==> src/rtl/bpa_golden.sv <==
// rtl/bpa_golden.sv - combinational reference adder {cout,s} = a + b + cin
//
// Purpose: golden model of the 4-bit binary parallel adder, evaluated at WIDTH+1 bits.
// Ports  : a, b   - WIDTH-bit operands
//          cin    - carry-in
//          sum    - WIDTH+1-bit result, sum[WIDTH] is the carry-out
module bpa_golden #(
  parameter int WIDTH = 4
) (
  input  logic [WIDTH-1:0] a,
  input  logic [WIDTH-1:0] b,
  input  logic             cin,
  output logic [WIDTH:0]   sum
);

  assign sum = {1'b0, a} + {1'b0, b} + {{WIDTH{1'b0}}, cin};

endmodule

==> config.mk <==
export PLATFORM = sky130hd
export DESIGN_NAME = bpa_golden
export DESIGN_NICKNAME = d
export VERILOG_FILES = /design/src/rtl/bpa_golden.sv
export SDC_FILE = /design/constraint.sdc
export NUM_CORES = 1
export LEC_CHECK = 0
export BUFFER_PORTS_ARGS = -buffer_cell sky130_fd_sc_hd__clkbuf_2
export CAP_MARGIN = 20
export CORE_AREA = 2 2 39 41
export DETAILED_ROUTE_END_ITERATION = 10
export DIE_AREA = 0 0 41 43
export PLACE_DENSITY = 0.3
export SLEW_MARGIN = 40
export SYNTH_ARGS = -nofsm -noshare
export SYNTH_HDL_FRONTEND = slang
export SYNTH_SLANG_ARGS = --single-unit
==> constraint.sdc <==
create_clock -name vclk -period 1.3
set_input_delay 0.065 -clock vclk [all_inputs]
set_output_delay 0.065 -clock vclk [all_outputs]
set_load 0.01 [all_outputs]
; Word-level counts from Yosys, hierarchy flattened
; Index checks and enable logic that the tools add are counted.
[totals]
wordCells = 2
mem_bits_ro = 0
ramBits = 0
memories = 0
output_inout_bits = 5
latch_bits = 0
register_bits = 0
[op_classes]
bitwise_logic = 0
mul = 0
mux = 0
n_reduce_logical = 0
shift = 0
order_cmp = 0
addsub = 2
n_div = 0
n_eq_ne = 0
[op_table]
columns = op, count
row1 = 4-bit by 4-bit adder with 5-bit output, 1
row2 = 5-bit by 1-bit adder with 5-bit output, 1

; Depth between registers and ports, before layout
; Gate-level depths: netlist of the first run.
[depth]
word_depth = 2
depth_mapped = 6

; Worst setup path before layout of the first run
; OpenSTA, ideal clock, no wires.
[synth_timing]
path_kind = in2out
start = input port a[0]
end = output port sum[1]
arrival_time_ns = 1.048
setup_slack_ns = 0.187
cell_stages = 4
cell_sequence = fa_1 inv_1 fa_1 inv_1
[synth_via]
elab_chain_cells = 2
[synth_lines]
columns = element, line
row1 = "start, declared", 10  ; input logic [WIDTH-1:0] a,
row2 = 4-bit by 4-bit adder with 5-bit output, 16  ; assign sum = {1'b0, a} + {1'b0, b} + {{WIDTH{1'b0}}, cin};
row3 = 5-bit by 1-bit adder with 5-bit output, 16
row4 = "end, declared", 13  ; output logic [WIDTH:0] sum
; No other way between the ends.

; Final worst setup path of the first run
[layout_timing]
start = input port cin
end = output port sum[1]
[layout_via]
elab_chain_cells = 1
[layout_lines]
columns = element, line
row1 = "start, declared", 12  ; input logic cin,
row2 = 5-bit by 1-bit adder with 5-bit output, 16
; No other way between the ends.

==> results of run 1 <==
## tightest hold or removal path, stage by stage
cell and delay (ns):
buf_6 0.07, fa_2 0.18, clkbuf_2 0.12
## power by group through the flow
stage / clock network [mW] / logic (mW) / registers [mW]
after floorplan: 0 / 0.0655 / 0
after global placement: 0 / 0.108 / 0
after detailed placement: 0 / 0.113 / 0
after CTS: 0 / 0.121 / 0
after global routing: 0 / 0.144 / 0
final: 0 / 0.127 / 0
## how the worst max path moves through the flow
stage          slack, ns     end  startpoint
4_1_cts            0.005  sum[1]        a[0]
3_5_place_dp       -0.11  sum[4]        a[0]
3_3_place_gp      -0.005  sum[4]        a[0]
6_report            0.05  sum[1]         cin
2_1_floorplan       0.19  sum[1]        a[0]
5_1_grt            -0.01  sum[4]         cin
## routing by layer
| layer | share of wire, % | wire length, µm |
|---|---|---|
| met1 | 33 | 123 |
| met2 | 48 | 180 |
| met3 | 18 | 69 |
| met4 | 0 | 0 |
| met5 | 0 | 0 |
## cell usage in the layout, fill, tap and decap left out
cell / synthesis / final
clkbuf_2: 0 / 9
ha_1: 3 / 3
nand2b_1: 1 / 1
fa_2: 0 / 2
o21ai_1: 0 / 1
a21o_1: 1 / 1
inv_2: 0 / 1
xnor2_1: 2 / 2
a21oi_2: 1 / 1
inv_1: 4 / 3
buf_4: 0 / 1
buf_2: 0 / 3
buf_6: 0 / 2
nor2b_1: 1 / 1
## cells by family after synthesis
kind of cell,share of synthesized area (%)
xor+xnor,12.18
fa+ha+maj,53.92
compound gates,14.78
buf+inv,10.43
simple gates,8.701
## cell type report
type | instances | area share, %
multi-input cells | 12 | 51.69
repair buffers | 15 | 34.78
well taps | 16 | 7.729
inverters | 4 | 5.797
## what timing repair did
action / 4_1_cts / 5_1_grt
cloned: 0 / 0
resized for setup: 4 / 6
hold endpoints to repair: 0 / 0
pin swaps: 1 / 4
buffers inserted: 1 / 0
setup endpoints to repair: 2 / 4
hold buffers: 0 / 0
==> results.sh, run 1 <==
export IMPL_status="finished clean"
export IMPL_core_um2=1384
export IMPL_ff_latch_area_um2=0
export IMPL_tns_ns=0
export IMPL_drt_pass1_iter_count=1
export IMPL_met1_usage_pct=3.810
export IMPL_hold_depth=3
export IMPL_whs_ns=0.5075
export IMPL_postLayoutCellArea_um2=259.0
export IMPL_die_area_um2=1763
export IMPL_synth_area_per_cell_um2=8.993
export IMPL_switching_share_pct=46.28
export IMPL_critPathArrivalTime_ns=1.19
export IMPL_yosysTopAreaCell="fa_1"
export IMPL_cp_num_buf_inv=4
export IMPL_irDropWorstVdd_v=0.0002173
export IMPL_p_int_mw=0.06825
export IMPL_final_hold_viol_count=0
export IMPL_grt_pass1_wl_um=572
export IMPL_vias_per_cell=3.596
export IMPL_drc=0
export IMPL_synth_fp_nets=30
export IMPL_synth_distinct_cells=9
export IMPL_areaGrowthSynthToFinish_pct=80.00
export IMPL_dp_slack_ns=-0.1064
export IMPL_final_fill_count=165
export IMPL_hold_path_class="input port to primary output"
export IMPL_critical_path_class="input port to primary output"
export IMPL_synth_seq_area_share_pct=0
export IMPL_placed_cells=46
export IMPL_pin_count=14
export IMPL_total_power_mw=0.1270
export IMPL_yosysWarnings=0
export IMPL_finalWorstSetupSlack_ns=0.04867
export IMPL_cp_cell_sequence="buf_6 -> fa_2 -> inv_2 -> fa_2 -> inv_1 -> buf_6"
export IMPL_antenna_found_initial=0
export IMPL_dp_hpwl_um=364.1
export IMPL_ant_nets=0
export IMPL_powerDensity_nw_per_um2=490.5
export IMPL_cap_violations=0
export IMPL_row_count=14
export IMPL_power_switching_mw=0.05879
export IMPL_use_met2_pct=9.688
export IMPL_p_leak_nw=0.1436
export IMPL_relSlewSlack_pct=91.69
export IMPL_post_route_util_pct=18.72
export IMPL_nClkBuffers=0
export IMPL_diodes=0
export IMPL_p_clk_share_pct=0
export IMPL_synth_most_common_cell="inv_1"
export IMPL_min_period_ns=1.251
export IMPL_drt_iter0_drc=0
export IMPL_fmax_mhz=799.2
export IMPL_hold_path_startpoint="cin"
export IMPL_seqPwrFrac_pct=0
export IMPL_wirelength_um=373
export IMPL_crit_family="adder cells"
export IMPL_critPathMaxStageDelay_ns=0.41
export IMPL_overflow=0
export IMPL_slowest_stage="fa_2"
export IMPL_setup_viol=0
export IMPL_fin_nets=47
export IMPL_grt_max_degree=4
export IMPL_die_height_um=43
export IMPL_synthTopCellsByCount="inv_1 (4), ha_1 (3), fa_1 (2), xnor2_1 (2)"
export IMPL_period_share_pct=96.26
export IMPL_yosysTopAreaCellShare_pct=27.83
export IMPL_min_to="sum[0]"
export IMPL_globalRouteTotalUtil_pct=4.400
export IMPL_rsz0062_at_grt="yes"
export IMPL_vias=169
export IMPL_tightest_slew_ns=0.1238
export IMPL_cp_depth=6
export IMPL_port_buffer_count=14
export IMPL_power_frac_comb_pct=100.0
export IMPL_critical_path_required_ns=1.24
export IMPL_wl_per_cell_um=7.936
export IMPL_start_util_pct=10.40
export IMPL_start_kind="input port"
export IMPL_nFlopsAndLatches=0
export IMPL_multi_input_area_um2=133.9
export IMPL_grt_busiest_layer="met2"
export IMPL_cp_max_fo=2
export IMPL_netlist_instances=16
export IMPL_fp_dieW_um=41
export IMPL_drive_gt1_share_pct=61.29
export IMPL_synth_area_um2=143.9
export IMPL_post_dp_cell_area_um2=234.0
export IMPL_yosys_top_cells_area="fa_1 (28%), ha_1 (26%), xnor2_1 (12%)"
export IMPL_crit_path_end_kind="primary output"
export IMPL_first_global_vias=166
export IMPL_drv_slew=0
export IMPL_place_congestion=0.6905
export IMPL_final_cells=47
export IMPL_met3_usage_pct=0.5236
Note: power is estimated with default switching activity, not from simulation.
==> run 2, diff against run 1 <==
BUFFER_PORTS_ARGS = not set   (was -buffer_cell sky130_fd_sc_hd__clkbuf_2)
DONT_BUFFER_PORTS = 1   (was not set)
==> results.sh, run 2 (synthesis results as in run 1) <==
export IMPL_whs_ns=0.3240
export IMPL_powerDensity_nw_per_um2=458.7
export IMPL_critPathArrivalTime_ns=1.14
export IMPL_drive_gt1_share_pct=12.50
export IMPL_drt_iter0_drc=0
export IMPL_cts_hold_buf=0
export IMPL_vias=111
export IMPL_fmax_mhz=829.6
export IMPL_wirelength_um=321
export IMPL_core_um2=1384
export IMPL_post_dp_cell_area_um2=163.9
export IMPL_period_share_pct=92.73
export IMPL_tns_ns=0
export IMPL_areaGrowthSynthToFinish_pct=15.65
export IMPL_critical_path_class="input port to primary output"
export IMPL_final_hold_viol_count=0
export IMPL_multi_input_area_um2=131.4
export IMPL_drv_slew=0
export IMPL_drt_pass1_iter_count=1
export IMPL_postLayoutCellArea_um2=166.4
export IMPL_pin_count=14
export IMPL_total_power_mw=0.07633
export IMPL_diodes=0
export IMPL_post_route_util_pct=12.03
export IMPL_final_cell_mix="inv_1 (4), ha_1 (3), xnor2_1 (2)"
export IMPL_drc=0
export IMPL_critical_path_required_ns=1.24
export IMPL_first_global_vias=137
export IMPL_ff_latch_area_um2=0
export IMPL_start_kind="input port"
export IMPL_p_leak_nw=0.07910
export IMPL_port_buffer_count=0
export IMPL_irDropWorstVdd_v=0.0001032
export IMPL_min_period_ns=1.205
export IMPL_final_common_cell="inv_1"
export IMPL_grt_pass1_wl_um=531
export IMPL_cp_max_fo=2
export IMPL_cap_violations=0
export IMPL_globalRouteTotalUtil_pct=4.004
export IMPL_die_height_um=43
export IMPL_grt_max_degree=4
export IMPL_vias_per_cell=3.469
export IMPL_die_area_um2=1763
export IMPL_wl_per_cell_um=10.03
export IMPL_tightest_slew_ns=0.2793
export IMPL_fp_dieW_um=41
export IMPL_antenna_found_initial=0
export IMPL_relSlewSlack_pct=81.24
export IMPL_hold_path_class="input port to primary output"
export IMPL_setup_viol=0
export IMPL_start_util_pct=10.40
export IMPL_nClkBuffers=0
export IMPL_overflow=0
export IMPL_place_congestion=0.6119
export IMPL_final_fill_count=155
export IMPL_status="finished clean"
export IMPL_crit_path_end_kind="primary output"
export IMPL_nFlopsAndLatches=0
export IMPL_dp_hpwl_um=284.1
export IMPL_ant_nets=0
export IMPL_row_count=14
export IMPL_fin_nets=32
==> run 2: worst paths after layout <==
path | startpoint | end | slack (ns) | depth (start not counted)
setup / recovery | a[0] | sum[4] | 0.09 | 6
hold / removal | cin | sum[0] | 0.32 | 1
==> run 2: repair_timing <==
item / in CTS / in global routing
resized for setup: 0 / 1
buffers inserted: 0 / 0
endpoints found under the setup margin: 0 / 1
==> run 2: per-stage QoR <==
step                      setup WS [ns]  std cells
after global routing          -0.008950         32
after floorplan                  0.1869         16
after global placement           0.1544         32
after detailed placement        0.08674         32
after CTS                       0.08234         32
final                           0.09457         32
==> run 2: layout make-up <==
type,count,share of cell area (%)
Inverter,4,9.023
Tap cell,16,12.03
Multi-Input combinational cell,12,78.95
==> run 2: metal layers <==
metal	part of all wire [%]	global-route usage, %	vias up
li1	-	-	51
met1	33	5.096	46
met2	43	6.875	14
met3	24	1.047	0
met4	0	0	0
met5	0	0	-
==> run 2: report_power, final <==
part           switching (mW)  leakage, nW  internal [mW]
Combinational          0.0447       0.0791         0.0317
Sequential                  0            0              0
Clock                       0            0              0
==> run 2: worst max-delay path, stage by stage <==
cell and delay (ns):
fa_1 0.43, inv_1 0.09, fa_2 0.22, nor2b_1 0.05, o21ai_0 0.16, nand2b_1 0.13
==> run 3, diff against run 2 <==
CELL_PAD_IN_SITES_DETAIL_PLACEMENT = 0   (was not set)
CELL_PAD_IN_SITES_GLOBAL_PLACEMENT = 1   (was not set)
PLACE_DENSITY = 0.36   (was 0.3)
SLEW_MARGIN = 20   (was 40)
==> results.sh, run 3 (synthesis results as in run 1) <==
export IMPL_row_count=14
export IMPL_globalRouteTotalUtil_pct=3.696
export IMPL_tns_ns=0
export IMPL_crit_path_end_kind="primary output"
export IMPL_ff_latch_area_um2=0
export IMPL_ant_nets=0
export IMPL_multi_input_area_um2=131.4
export IMPL_met1_usage_pct=4.430
export IMPL_finalWorstSetupSlack_ns=0.1107
export IMPL_final_cell_mix="inv_1 (4), ha_1 (3), xnor2_1 (2)"
export IMPL_grt_pass1_wl_um=476
export IMPL_post_route_util_pct=12.03
export IMPL_powerDensity_nw_per_um2=460.9
export IMPL_drc=0
export IMPL_fin_nets=32
export IMPL_start_util_pct=10.40
export IMPL_total_power_mw=0.07670
export IMPL_final_cells=32
export IMPL_final_common_cell="inv_1"
export IMPL_critical_path_endpoint="sum[4]"
export IMPL_irDropWorstVdd_v=0.00008333
export IMPL_relSlewSlack_pct=80.79
export IMPL_fp_dieW_um=41
export IMPL_crit_start="a[0]"
export IMPL_use_met2_pct=6.875
export IMPL_final_fill_count=160
export IMPL_antenna_found_initial=0
export IMPL_dp_hpwl_um=309.6
export IMPL_setup_viol=0
export IMPL_final_hold_viol_count=0
export IMPL_die_height_um=43
export IMPL_hold_path_class="input port to primary output"
export IMPL_core_um2=1384
export IMPL_die_area_um2=1763
export IMPL_vias=116
export IMPL_drt_iter0_drc=0
export IMPL_status="finished clean"
export IMPL_wirelength_um=311
export IMPL_period_share_pct=91.48
export IMPL_rsz0062_at_grt="no"
export IMPL_pin_count=14
export IMPL_grt_busiest_layer="met2"
export IMPL_diodes=0
export IMPL_cp_max_fo=2
export IMPL_cts_hold_buf=0
export IMPL_min_period_ns=1.189
export IMPL_hold_path_startpoint="cin"
export IMPL_start_kind="input port"
export IMPL_place_congestion=0.5560
export IMPL_dp_slack_ns=0.08842
export IMPL_fmax_mhz=840.8
export IMPL_drive_gt1_share_pct=12.50
export IMPL_placed_cells=32
export IMPL_first_global_vias=125
export IMPL_areaGrowthSynthToFinish_pct=15.65
export IMPL_vias_per_cell=3.625
export IMPL_critical_path_class="input port to primary output"
export IMPL_nClkBuffers=0
export IMPL_overflow=0
export IMPL_cap_violations=0
export IMPL_port_buffer_count=0
export IMPL_nFlopsAndLatches=0
export IMPL_met3_usage_pct=0.5236
export IMPL_critPathArrivalTime_ns=1.12
export IMPL_p_leak_nw=0.07910
export IMPL_drv_slew=0
export IMPL_grt_max_degree=4
export IMPL_tightest_slew_ns=0.2861
export IMPL_wl_per_cell_um=9.719
export IMPL_drt_pass1_iter_count=1
export IMPL_critical_path_required_ns=1.24
run 3: cell counts in the layout (fill, tap and decap cells not counted):
Identical to the previous run, type by type.
run 3: how the worst min path moves through the flow:
| stage | end | slack (ns) | cells past startpoint |
|---|---|---|---|
| final | sum[0] | 0.33 | 1 |
| after global routing | sum[0] | 0.36 | 1 |
| after CTS | sum[0] | 0.33 | 1 |
| after detailed placement | sum[0] | 0.33 | 1 |
| after global placement | sum[0] | 0.32 | 1 |
| after floorplan | sum[0] | 0.32 | 1 |
run 3: metrics by stage:
| stage | hold WS (ns) | cell area [µm²] |
|---|---|---|
| floorplan | 0.3158 | 143.9 |
| global placement | 0.3247 | 163.9 |
| detailed placement | 0.3296 | 163.9 |
| CTS | 0.3296 | 163.9 |
| global route | 0.3565 | 166.4 |
| finish | 0.3250 | 166.4 |
run 3: layout make-up:
class	count	area share (%)
multi-input combinational	12	78.95
tap	16	12.03
inverter	4	9.023
run 3: timing repair:
action                     in CTS  in global routing
resized for setup               0                  1
setup buffers                   0                  0
hold endpoints to repair        0                  0
setup endpoints to repair       0                  1
run 3: critical path: stages:
cell and delay [ns]:
fa_1 0.42, inv_1 0.08, fa_2 0.23, nor2b_1 0.05, o21ai_0 0.15, nand2b_1 0.12
run 3: where the power goes:
part | internal, mW | switching (mW)
registers | 0 | 0
logic | 0.0317 | 0.0450
clock network | 0 | 0
run 3: metal layers:
layer	wire, µm	up-vias
met5	0	-
met2	132	14
met4	0	0
met3	67	0
li1	-	50
met1	111	52
